## src/rtl/uart_rx_uint32_bcd.sv

```systemverilog
// 8N1 UART receiver that accumulates ASCII decimal digits into a packed-BCD word
// and publishes it on a CR or LF terminator.
module uart_rx_uint32_bcd #(
    parameter int unsigned NDIGITS = 8
) (
    input  logic                   mclk,
    input  logic                   reset,
    input  logic                   baud_x4,
    input  logic                   serial,
    output logic [4*NDIGITS-1:0]   data,
    output logic                   data_strobe,
    output logic                   overflow,
    output logic                   rx_error,
    output logic                   busy
);

    localparam int unsigned DW = 4 * NDIGITS;
    localparam int unsigned CW = $clog2(NDIGITS + 1);

    typedef enum logic [2:0] {
        IDLE,
        START,
        DATA,
        STOP,
        BREAK
    } state_t;

    state_t        state, state_next;
    logic [1:0]    phase, phase_next;
    logic [2:0]    bit_idx, bit_idx_next;
    logic [7:0]    shreg, shreg_next;
    logic          byte_done_c;
    logic          frame_err_c;

    logic          rx_meta, rx_s;
    logic          byte_valid;
    logic [DW-1:0] acc;
    logic [CW-1:0] count;
    logic          ovf_pending;

    logic          is_digit_c;
    logic          is_term_c;

    // Two-flop synchroniser for the asynchronous line; idles high.
    always_ff @(posedge mclk) begin
        if (reset) begin
            rx_meta <= 1'b1;
            rx_s    <= 1'b1;
        end else begin
            rx_meta <= serial;
            rx_s    <= rx_meta;
        end
    end

    // Bit FSM state register.
    always_ff @(posedge mclk) begin
        if (reset) begin
            state   <= IDLE;
            phase   <= 2'd0;
            bit_idx <= 3'd0;
            shreg   <= 8'd0;
            busy    <= 1'b0;
        end else begin
            state   <= state_next;
            phase   <= phase_next;
            bit_idx <= bit_idx_next;
            shreg   <= shreg_next;
            busy    <= (state_next != IDLE);
        end
    end

    // Next-state logic; every line decision happens on a baud_x4 tick, mid-bit at phase 1->2.
    always_comb begin
        state_next   = state;
        phase_next   = phase;
        bit_idx_next = bit_idx;
        shreg_next   = shreg;
        byte_done_c  = 1'b0;
        frame_err_c  = 1'b0;
        if (baud_x4) begin
            phase_next = phase + 2'd1;
            case (state)
                IDLE: begin
                    if (!rx_s) begin
                        state_next = START;
                        phase_next = 2'd0;
                    end
                end
                START: begin
                    if (phase == 2'd1) begin
                        if (!rx_s) begin
                            state_next   = DATA;
                            bit_idx_next = 3'd0;
                        end else begin
                            state_next = IDLE;
                        end
                    end
                end
                DATA: begin
                    if (phase == 2'd1) begin
                        shreg_next = {rx_s, shreg[7:1]};
                        if (bit_idx == 3'd7) begin
                            state_next = STOP;
                        end else begin
                            bit_idx_next = bit_idx + 3'd1;
                        end
                    end
                end
                STOP: begin
                    if (phase == 2'd1) begin
                        if (rx_s) begin
                            state_next  = IDLE;
                            byte_done_c = 1'b1;
                        end else begin
                            state_next  = BREAK;
                            frame_err_c = 1'b1;
                        end
                    end
                end
                BREAK: begin
                    if (rx_s) begin
                        state_next = IDLE;
                    end
                end
                default: state_next = IDLE;
            endcase
        end
    end

    always_comb begin
        is_digit_c = (shreg >= 8'h30) && (shreg <= 8'h39);
        is_term_c  = (shreg == 8'h0D) || (shreg == 8'h0A);
    end

    // Character processing one cycle after a good stop bit; framing errors flush the accumulator.
    always_ff @(posedge mclk) begin
        if (reset) begin
            byte_valid  <= 1'b0;
            acc         <= '0;
            count       <= '0;
            ovf_pending <= 1'b0;
            data        <= '0;
            data_strobe <= 1'b0;
            overflow    <= 1'b0;
            rx_error    <= 1'b0;
        end else begin
            byte_valid  <= byte_done_c;
            data_strobe <= 1'b0;
            rx_error    <= 1'b0;
            if (frame_err_c) begin
                rx_error    <= 1'b1;
                acc         <= '0;
                count       <= '0;
                ovf_pending <= 1'b0;
            end else if (byte_valid) begin
                if (is_digit_c) begin
                    if (count < CW'(NDIGITS)) begin
                        acc   <= {acc[DW-5:0], shreg[3:0]};
                        count <= count + CW'(1);
                    end else begin
                        ovf_pending <= 1'b1;
                    end
                end else if (is_term_c) begin
                    if (count != '0) begin
                        data        <= acc;
                        overflow    <= ovf_pending;
                        data_strobe <= 1'b1;
                        acc         <= '0;
                        count       <= '0;
                        ovf_pending <= 1'b0;
                    end
                end else begin
                    rx_error    <= 1'b1;
                    acc         <= '0;
                    count       <= '0;
                    ovf_pending <= 1'b0;
                end
            end
        end
    end

endmodule
```

## config.mk

```make
export PLATFORM = sky130hd
export DESIGN_NAME = uart_rx_uint32_bcd
export DESIGN_NICKNAME = d
export VERILOG_FILES = /design/src/rtl/uart_rx_uint32_bcd.sv
export SDC_FILE = /design/constraint.sdc
export NUM_CORES = 1
export LEC_CHECK = 0
export BUFFER_PORTS_ARGS = -buffer_cell sky130_fd_sc_hd__buf_2
export CORE_MARGIN = 4
export CORE_UTILIZATION = 60
export CTS_CLUSTER_DIAMETER = 80
export CTS_CLUSTER_SIZE = 8
export DETAILED_ROUTE_END_ITERATION = 8
export PLACE_DENSITY = 0.81
export SLEW_MARGIN = 20
export SYNTH_ARGS = -nofsm -noshare
export SYNTH_HDL_FRONTEND = slang
export SYNTH_SLANG_ARGS = --single-unit
export TNS_END_PERCENT = 5
```

## constraint.sdc

```tcl
create_clock -name mclk -period 6.31 [get_ports mclk]
set_clock_uncertainty 0.15 [all_clocks]
set_input_delay 1.262 -clock mclk [delete_from_list [all_inputs] [get_ports mclk]]
set_output_delay 1.262 -clock mclk [all_outputs]
set_load 0.01 [all_outputs]
```

==> results.toml, run 1 <==
[status]
status = "finished, final reports clean"

[timing]
finalCritPeriodShare = 0.516
fmax_mhz = 307
maxSlewHeadroom = 0.399
worst_slew_pin_slew_ns = 0.901
period_minus_slack_ns = 3.25
setup_ws_ns = 3.06
finalHoldViolCount = 0
rsz0062_at_grt = "false"
tns_ns = 0
setup_viol_count_final = 0
drv_slew = 0

[grt]
antenna_found_initial = 0
grtUsageTotal = 0.184
grt_pass1_vias = 2507
grt_most_used_layer = "met2"
grt_start_max_net_pins = 90
use_met1 = 0.227
overflow = 0
grt_use_met2 = 0.308
use_met3 = 0.0503
grt_pass1_wl_um = 11500

[layout]
final_area_um2 = 4220
num-nets-final = 393
antenna_cells = 0
final_util = 0.669
area_growth_pct = 8.77
fin_cells = 466
drive_above_1_share = 0.190

[worst_hold_path]
hold_end = "rx_s$_SDFF_PP1_"
min_path_type = "register to register"
holdPathStages = 1
hp-start = "rx_meta$_SDFF_PP1_"

[job]
maxCapViolCount = 0

[die]
die_width_um = 88.4
start_util = 0.615
core_area_um2 = 6310
fp.dieH_um = 88.4
rows = 29
num_io_pins = 40
die_area_um2 = 7820

[critical_path]
worst_setup_path_start_kind = "input port"
critPathCaptureType = "register"
r2r-start = "phase[1]$_SDFFE_PP0P_"
worst-r2r-cell-count = 7
worstSetupPathType = "input port to register"
arrival_ns = 3.41
worstPathMaxFanout = 89
r2r_slack_ns = 3.54
regToRegEndpoint = "acc[21]$_SDFFE_PP0P_"
critPathRequiredTime_ns = 6.46

[synthesis]
yosysUniqueCellTypes = 46
syn_area_um2 = 3880
synthCells = 358
yosysSeqAreaShare = 0.474
synthFlopType = "dfxtp_1"
yosys_warnings = 0
yosys.area.top_type = "dfxtp_1"
avgSynthCellArea_um2 = 10.8
synth-edff-count = 0
syn-num-nets = 367
synth_top_cell_area_share = 0.474
synth_most_common_cell = "dfxtp_1"
ys_seq_elements = 92
synth.area.top_cells = "dfxtp_1 47%, nand2b_1 11%, mux2i_1 11%"
synthArstFlopShare = 0
synth_common_cells = "92 x dfxtp_1, 69 x nand2b_1, 43 x mux2i_1, 33 x a32o_1, 21 x nor2_1"

[pwr]
switching_share = 0.211
p_clk_frac = 0.412
leakagePower_nw = 1.50
cellPowerDensity_nw_per_um2 = 245
peakVddDrop_v = 0.000199
power_frac_comb = 0.025
p_switching_mw = 0.219
seq_power_share = 0.563
p_int_mw = 0.817

[clocking]
path_clk_slew_ns = 0.08
clkLatencyLatePin_ns = 0.36
clk_path_buf_depth = 2
cts_tree = "built"
hold_buffers = 0
cts_buffers = 9
cts.sinks = 92
postCtsSetupBuffers = 0
cts_resized = 0
htreeDepth = 3
cts_root_buf = "clkbuf_8"

[routing]
wire_per_inst_um = 14.0
wl_um = 6530
dr.pass1.iters = 5
drt-initial-drc-count = 148
routed_via_density = 5.69
final_antenna_net_count = 0
via_count = 2651
drc = 0

[placed_design]
portBuffers = 39
routabilityCongestion = 0.826
hpwl_um = 4130
placedCellCount = 450
pre_cts_ws_ns = 2.69
placed_cell_area_um2 = 4010
[layout by cell type, fill, tap and decap left out, types with 4 or more instances in the layout]
| master | instances |
|---|---|
| a211oi_1 | 5 |
| nand2b_1 | 69 |
| dfxtp_1 | 92 |
| ha_1 | 5 |
| nand2_1 | 6 |
| buf_2 | 39 |
| o21ai_0 | 4 |
| nor2_1 | 21 |
| clkbuf_8 | 9 |
| or3b_2 | 5 |
| inv_1 | 5 |
| mux2i_1 | 43 |
| a32o_1 | 33 |
[metal layers]
metal  share of wire  wire length [um]
met3           0.043               283
met2            0.48              3130
met4           0.010                67
met1            0.47              3040
met5               0                 0
[worst max-delay path, cell delays in order]
cell     delay [ns]
buf_2          0.09
buf_4          0.32
a31oi_4        0.80
nor4b_4        0.35
buf_4          0.36
a32o_1         0.18
[state kept, by name (all words and copies together), names as in the netlist, 2 cells and up]
| signal | cells |
|---|---|
| phase | 2 |
| data | 32 |
| state | 3 |
| bit_idx | 3 |
| acc | 32 |
| count | 4 |
| shreg | 8 |
[how the worst max path moves through the flow]
stage / from / to / slack, ns
final: reset / acc[21]$_SDFFE_PP0P_ / 3.06
after global routing: reset / acc[3]$_SDFFE_PP0P_ / 2.82
after CTS: reset / acc[0]$_SDFFE_PP0P_ / 3.07
after detailed placement: reset / acc[21]$_SDFFE_PP0P_ / 2.69
after global placement: reset / acc[9]$_SDFFE_PP0P_ / 2.77
after floorplan: baud_x4 / data[10]$_SDFFE_PP0P_ / 3.64
[power by group through the flow]
stage | combinational [mW] | sequential (mW) | clock [mW]
floorplan | 0.0226 | 0.597 | 0
global placement | 0.0258 | 0.597 | 0
detailed placement | 0.0266 | 0.597 | 0
CTS | 0.0267 | 0.583 | 0.441
global route | 0.0292 | 0.584 | 0.465
finish | 0.0262 | 0.583 | 0.426
[metrics by stage]
step / hold WS, ns / power (mW)
final: 0.275 / 1.04
after global routing: 0.299 / 1.08
after CTS: 0.282 / 1.05
after detailed placement: 0.261 / 0.623
after global placement: 0.244 / 0.622
after floorplan: 0.239 / 0.619
[cell type report]
type / count / area, um^2
Sequential cell: 92 / 1840
Tap cell: 77 / 96.3
Clock inverter: 6 / 88.8
Clock buffer: 10 / 128
Inverter: 5 / 18.8
Multi-Input combinational cell: 234 / 1830
Fill cell: 505 / 2090
Timing Repair Buffer: 42 / 218
[kinds of logic (layout without fill, tap and decap cells)]
kind of cell | after synthesis | after routing | share of synthesized area
AND/OR/NAND/NOR | 123 | 123 | 0.197
flip-flops | 92 | 92 | 0.474
AO/OA/AOI/OAI | 62 | 62 | 0.145
multiplexers | 44 | 44 | 0.114
buffers and inverters | 32 | 63 | 0.0538
adder cells (fa/ha/maj) | 5 | 5 | 0.0161
No activity file was read; power rests on OpenSTA's default activity.
==> run 2: changes to the inputs <==
--- a/config.mk
+++ b/config.mk
@@ -7,11 +7,11 @@
 export LEC_CHECK = 0
 export BUFFER_PORTS_ARGS = -buffer_cell sky130_fd_sc_hd__buf_2
 export CORE_MARGIN = 4
-export CORE_UTILIZATION = 60
+export CORE_UTILIZATION = 52
 export CTS_CLUSTER_DIAMETER = 80
 export CTS_CLUSTER_SIZE = 8
 export DETAILED_ROUTE_END_ITERATION = 8
-export PLACE_DENSITY = 0.81
+export PLACE_DENSITY = 0.75
 export SLEW_MARGIN = 20
 export SYNTH_ARGS = -nofsm -noshare
 export SYNTH_HDL_FRONTEND = slang
==> constraint.sdc (replaced) <==
create_clock -name mclk -period 2.9 [get_ports mclk]
set_clock_uncertainty 0.15 [all_clocks]
set_input_delay 0.58 -clock mclk [delete_from_list [all_inputs] [get_ports mclk]]
set_output_delay 0.58 -clock mclk [all_outputs]
set_load 0.01 [all_outputs]
==> run 2 against run 1 <==
Compared with the run above: combinational power is 130% higher; critical path depth stayed put; count of clock-buffer cells in the layout is 1 lower; largest cell class unchanged; die area is 14% higher; global-route usage is 2.0 points lower; register-to-register slack worse by 2.9 ns.
==> results.toml, run 2 (same netlist as run 1, synthesis figures left out) <==
[status]
status = "finished, final reports clean"

[die]
fp.dieH_um = 94.4
core_area_um2 = 7250
die_area_um2 = 8910
die_width_um = 94.4
num_io_pins = 40
start_util = 0.535
rows = 31

[timing]
fmax_mhz = 444
finalCritPeriodShare = 0.777
tns_ns = 0
drv_slew = 0
period_minus_slack_ns = 2.25
worst_slew_pin_slew_ns = 0.609
setup_viol_count_final = 0
rsz0062_at_grt = "false"
maxSlewHeadroom = 0.594
finalHoldViolCount = 0

[grt]
grt_start_max_net_pins = 39
antenna_found_initial = 0
grt_pass1_wl_um = 11800
overflow = 0
grt_pass1_vias = 2546
grtUsageTotal = 0.165

[critical_path]
worst_setup_path_start_kind = "register"
slowest_stage = "a221o_2"
max_stage_delay_ns = 0.57
worstPathMaxFanout = 33
critPathRequiredTime_ns = 3.04
critPathCaptureType = "register"
worst-path-buf-inv = 1
path_cells = "inv_1 > ha_1 > or3b_2 > a21oi_2 > a221o_2 > a32o_1"
crit_family = "compound AO/OA/AOI/OAI gates"
worstSetupPathType = "register to register"
arrival_ns = 2.39

[worst_hold_path]
min_path_type = "input port to register"

[layout]
num-nets-final = 397
n_fill_cell = 657
drive_above_1_share = 0.199
reg_top3 = "acc x32, data x32, shreg x8"
final_cell_mix = "92 x dfxtp_1, 69 x nand2b_1, 43 x mux2i_1"
layout_commonest_cell = "dfxtp_1"
area_growth_pct = 9.73
fin_cells = 491
antenna_cells = 0

[job]
maxCapViolCount = 0

[clocking]
postCtsSetupBuffers = 0
cts_resized = 0
htreeDepth = 3
cts.sinks = 92
clk_path_buf_depth = 2
hold_buffers = 0
cts_tree = "built"
cts_buffers = 9
path_clk_slew_ns = 0.09
cts_root_buf = "clkbuf_8"
clkLatencyLatePin_ns = 0.35

[routing]
final_antenna_net_count = 0
wire_per_inst_um = 14.0
routed_via_density = 5.44
drt-initial-drc-count = 120
via_count = 2669
drc = 0
wl_um = 6850
dr.pass1.iters = 4

[pwr]
cellPowerDensity_nw_per_um2 = 513
leakagePower_nw = 1.51
peakVddDrop_v = 0.000224

[placed_design]
routabilityCongestion = 0.805
portBuffers = 39
hpwl_um = 4630
placedCellCount = 476
## run 2: cell count changes in the layout (fill, tap and decap cells not counted), sizes merged
cell | before | now
buf | 42 | 46
bufinv | 2 | 1
clkbuf | 10 | 9
clkinvlp | 2 | 1
inv | 5 | 7
## run 2: layout make-up
class                      instances  area [um^2]  share of cell area
multi-input combinational        234         1830               0.430
sequential                        92         1840               0.432
inverter                           5         18.8             0.00441
clock buffer                       9          124              0.0291
clock inverter                     6         72.6              0.0170
timing repair buffer              46          248              0.0581
tap                               99          124              0.0291
## run 2: worst register-to-register path, stage by stage, from the launching register on
cell and delay [ns]:
dfxtp_1 0.37, inv_1 0.07, ha_1 0.13, or3b_2 0.47, a21oi_2 0.16, a221o_2 0.57, a32o_1 0.27
## run 2: final timing paths
check,startpoint,endpoint,slack (ns),cells past startpoint
min reg2reg,rx_meta$_SDFF_PP1_,rx_s$_SDFF_PP1_,0.26,1
max reg2reg,count[0]$_SDFFE_PP0P_,acc[25]$_SDFFE_PP0P_,0.65,6
max,count[0]$_SDFFE_PP0P_,acc[25]$_SDFFE_PP0P_,0.65,6
min,serial,rx_meta$_SDFF_PP1_,0.26,2
## run 2: routing by layer
metal	routed length, um	track usage
met1	3240	0.211
met2	3230	0.271
met3	280	0.0398
met4	102	0.0566
met5	0	0
## run 2: stage by stage
| stage | cell area (um^2) | hold WS [ns] | util | power [mW] | setup WS, ns |
|---|---|---|---|---|---|
| CTS | 4260 | 0.251 | 0.587 | 2.20 | 0.644 |
| finish | 4260 | 0.262 | 0.587 | 2.19 | 0.648 |
| detailed placement | 4060 | 0.247 | 0.560 | 1.36 | 0.637 |
| floorplan | 3880 | 0.239 | - | 1.35 | 0.848 |
| global route | 4260 | 0.257 | 0.587 | 2.26 | 0.513 |
| global placement | 4060 | 0.243 | 0.560 | 1.36 | 0.665 |
## run 2: report_power, final
group | internal (mW) | switching, mW | total [mW]
sequential | 1.27 | 0.00254 | 1.27
combinational | 0.0269 | 0.0325 | 0.0594
clock | 0.403 | 0.454 | 0.857
==> run 3: changes to the inputs <==
--- a/config.mk
+++ b/config.mk
@@ -7,11 +7,11 @@
 export LEC_CHECK = 0
 export BUFFER_PORTS_ARGS = -buffer_cell sky130_fd_sc_hd__buf_2
 export CORE_MARGIN = 4
-export CORE_UTILIZATION = 52
+export CORE_UTILIZATION = 58
 export CTS_CLUSTER_DIAMETER = 80
 export CTS_CLUSTER_SIZE = 8
 export DETAILED_ROUTE_END_ITERATION = 8
-export PLACE_DENSITY = 0.75
+export PLACE_DENSITY = 0.79
 export SLEW_MARGIN = 20
 export SYNTH_ARGS = -nofsm -noshare
 export SYNTH_HDL_FRONTEND = slang
==> constraint.sdc (replaced) <==
create_clock -name mclk -period 2.29 [get_ports mclk]
set_clock_uncertainty 0.15 [all_clocks]
set_input_delay 0.458 -clock mclk [delete_from_list [all_inputs] [get_ports mclk]]
set_output_delay 0.458 -clock mclk [all_outputs]
set_load 0.01 [all_outputs]
==> run 3 against run 2 <==
Compared with the run above: hold slack got worse by 0.13 ns; sequential power increased by 27%; clock power increased by 35%.
==> results.toml, run 3 (same netlist as run 1, synthesis figures left out) <==
[job]
maxCapViolCount = 0

[die]
die_area_um2 = 8070
rows = 29
num_io_pins = 40
die_width_um = 89.8
fp.dieH_um = 89.8
start_util = 0.605
core_area_um2 = 6420

[worst_hold_path]
min_path_type = "input port to register"
hold_end = "rx_meta$_SDFF_PP1_"
hp-start = "serial"
holdPathStages = 2

[critical_path]
worst-r2r-cell-count = 5
crit_path_start = "state[2]$_SDFF_PP0_"
critPathCaptureType = "register"
r2r_slack_ns = 0.16
critPathRequiredTime_ns = 2.41
worst_setup_path_start_kind = "register"
regToRegEndpoint = "data[0]$_SDFFE_PP0P_"
r2r-start = "state[2]$_SDFF_PP0_"
slowest_stage = "dfxtp_1"
worstPathMaxFanout = 27
max_stage_delay_ns = 0.57
arrival_ns = 2.25
path_cells = "and3b_1 > and3_1 > nor3_4 > buf_12 > mux2i_1"
worstSetupPathType = "register to register"

[layout]
final_area_um2 = 4320
final_cell_mix = "92 x dfxtp_1, 69 x nand2b_1, 43 x mux2i_1"
n_fill_cell = 503
seq_area_um2 = 1840
num-nets-final = 399
drive_above_1_share = 0.203
multi_input_area_um2 = 1850
fin_cells = 472
area_growth_pct = 11.3
antenna_cells = 0
layout_commonest_cell = "dfxtp_1"
reg_top3 = "acc x32, data x32, shreg x8"

[clocking]
cts_resized = 0
hold_buffers = 0
htreeDepth = 3
clkLatencyLatePin_ns = 0.35
path_clk_slew_ns = 0.09
postCtsSetupBuffers = 0
cts_root_buf = "clkbuf_8"
cts_tree = "built"
clk_path_buf_depth = 2
cts_buffers = 9
cts.sinks = 92

[timing]
finalCritPeriodShare = 0.931
setup_viol_count_final = 0
setup_ws_ns = 0.158
period_minus_slack_ns = 2.13
finalHoldViolCount = 0
rsz0062_at_grt = "false"
fmax_mhz = 469
tns_ns = 0
drv_slew = 0
maxSlewHeadroom = 0.709
worst_slew_pin_slew_ns = 0.435

[placed_design]
routabilityCongestion = 0.857
pre_cts_ws_ns = 0.0821
placedCellCount = 456
hpwl_um = 4540
portBuffers = 39
placed_cell_area_um2 = 4080

[grt]
overflow = 0
grt_pass1_vias = 2561
grt_start_max_net_pins = 43
antenna_found_initial = 0
grtUsageTotal = 0.176
grt_pass1_wl_um = 11900

[routing]
dr.pass1.iters = 4
drc = 0
routed_via_density = 5.72
drt-initial-drc-count = 91
via_count = 2698
wl_um = 6980
wire_per_inst_um = 14.8
final_antenna_net_count = 0

[pwr]
leakagePower_nw = 1.55
peakVddDrop_v = 0.000413
cellPowerDensity_nw_per_um2 = 659

[status]
status = "finished, final reports clean"
run 3: changes by cell type in the layout (fill, tap and decap cells not counted):
cell        before  now
clkbuf_8         9   13
a2111oi_2        1    0
a221o_4          0    1
clkinv_4         2    0
clkbuf_1         0    1
buf_12           0    2
inv_6            2    1
a2111oi_4        0    1
and2_1           0    1
a221o_2          1    0
and2_0           1    0
clkinvlp_4       1    0
run 3: worst max-delay path, delay by kind of cell (launching register included):
family | cells | cell delay [ns]
muxes | 1 | 0.24
and+or+nand+nor | 3 | 0.81
DFF | 1 | 0.57
buffers and inverters | 1 | 0.25
run 3: layout make-up:
type	instances	area share
multi-input cells	234	0.429
flip-flops and latches	92	0.426
repair buffers	48	0.0666
clock buffers	14	0.0423
well taps	77	0.0223
clock inverters	2	0.00898
inverters	5	0.00434
run 3: report_power, final:
part / switching, mW / internal [mW]
Clock: 0.534 / 0.629
Combinational: 0.0427 / 0.0354
Sequential: 0.00353 / 1.60
run 3: how the worst max path moves through the flow:
stage	to	slack, ns	cells after the start
3_3_place_gp	acc[11]$_SDFFE_PP0P_	0.15	6
6_report	data[0]$_SDFFE_PP0P_	0.16	5
3_5_place_dp	acc[0]$_SDFFE_PP0P_	0.08	6
5_1_grt	acc[20]$_SDFFE_PP0P_	0.06	6
4_1_cts	acc[20]$_SDFFE_PP0P_	0.004	6
2_1_floorplan	data[10]$_SDFFE_PP0P_	0.24	8
run 3: layer usage:
layer | GRT usage | share of wire | vias to the layer above
met2 | 0.291 | 0.48 | 47
met3 | 0.0409 | 0.029 | 9
li1 | - | - | 1357
met5 | 0 | 0 | -
met1 | 0.225 | 0.48 | 1285
met4 | 0.0677 | 0.014 | 0
run 3: per-stage QoR:
stage	utilization	total power [mW]	hold WS, ns
5_1_grt	0.673	2.96	0.122
3_3_place_gp	0.635	1.72	0.243
2_1_floorplan	-	1.71	0.239
6_report	0.673	2.85	0.135
3_5_place_dp	0.635	1.72	0.263
4_1_cts	0.669	2.87	0.127
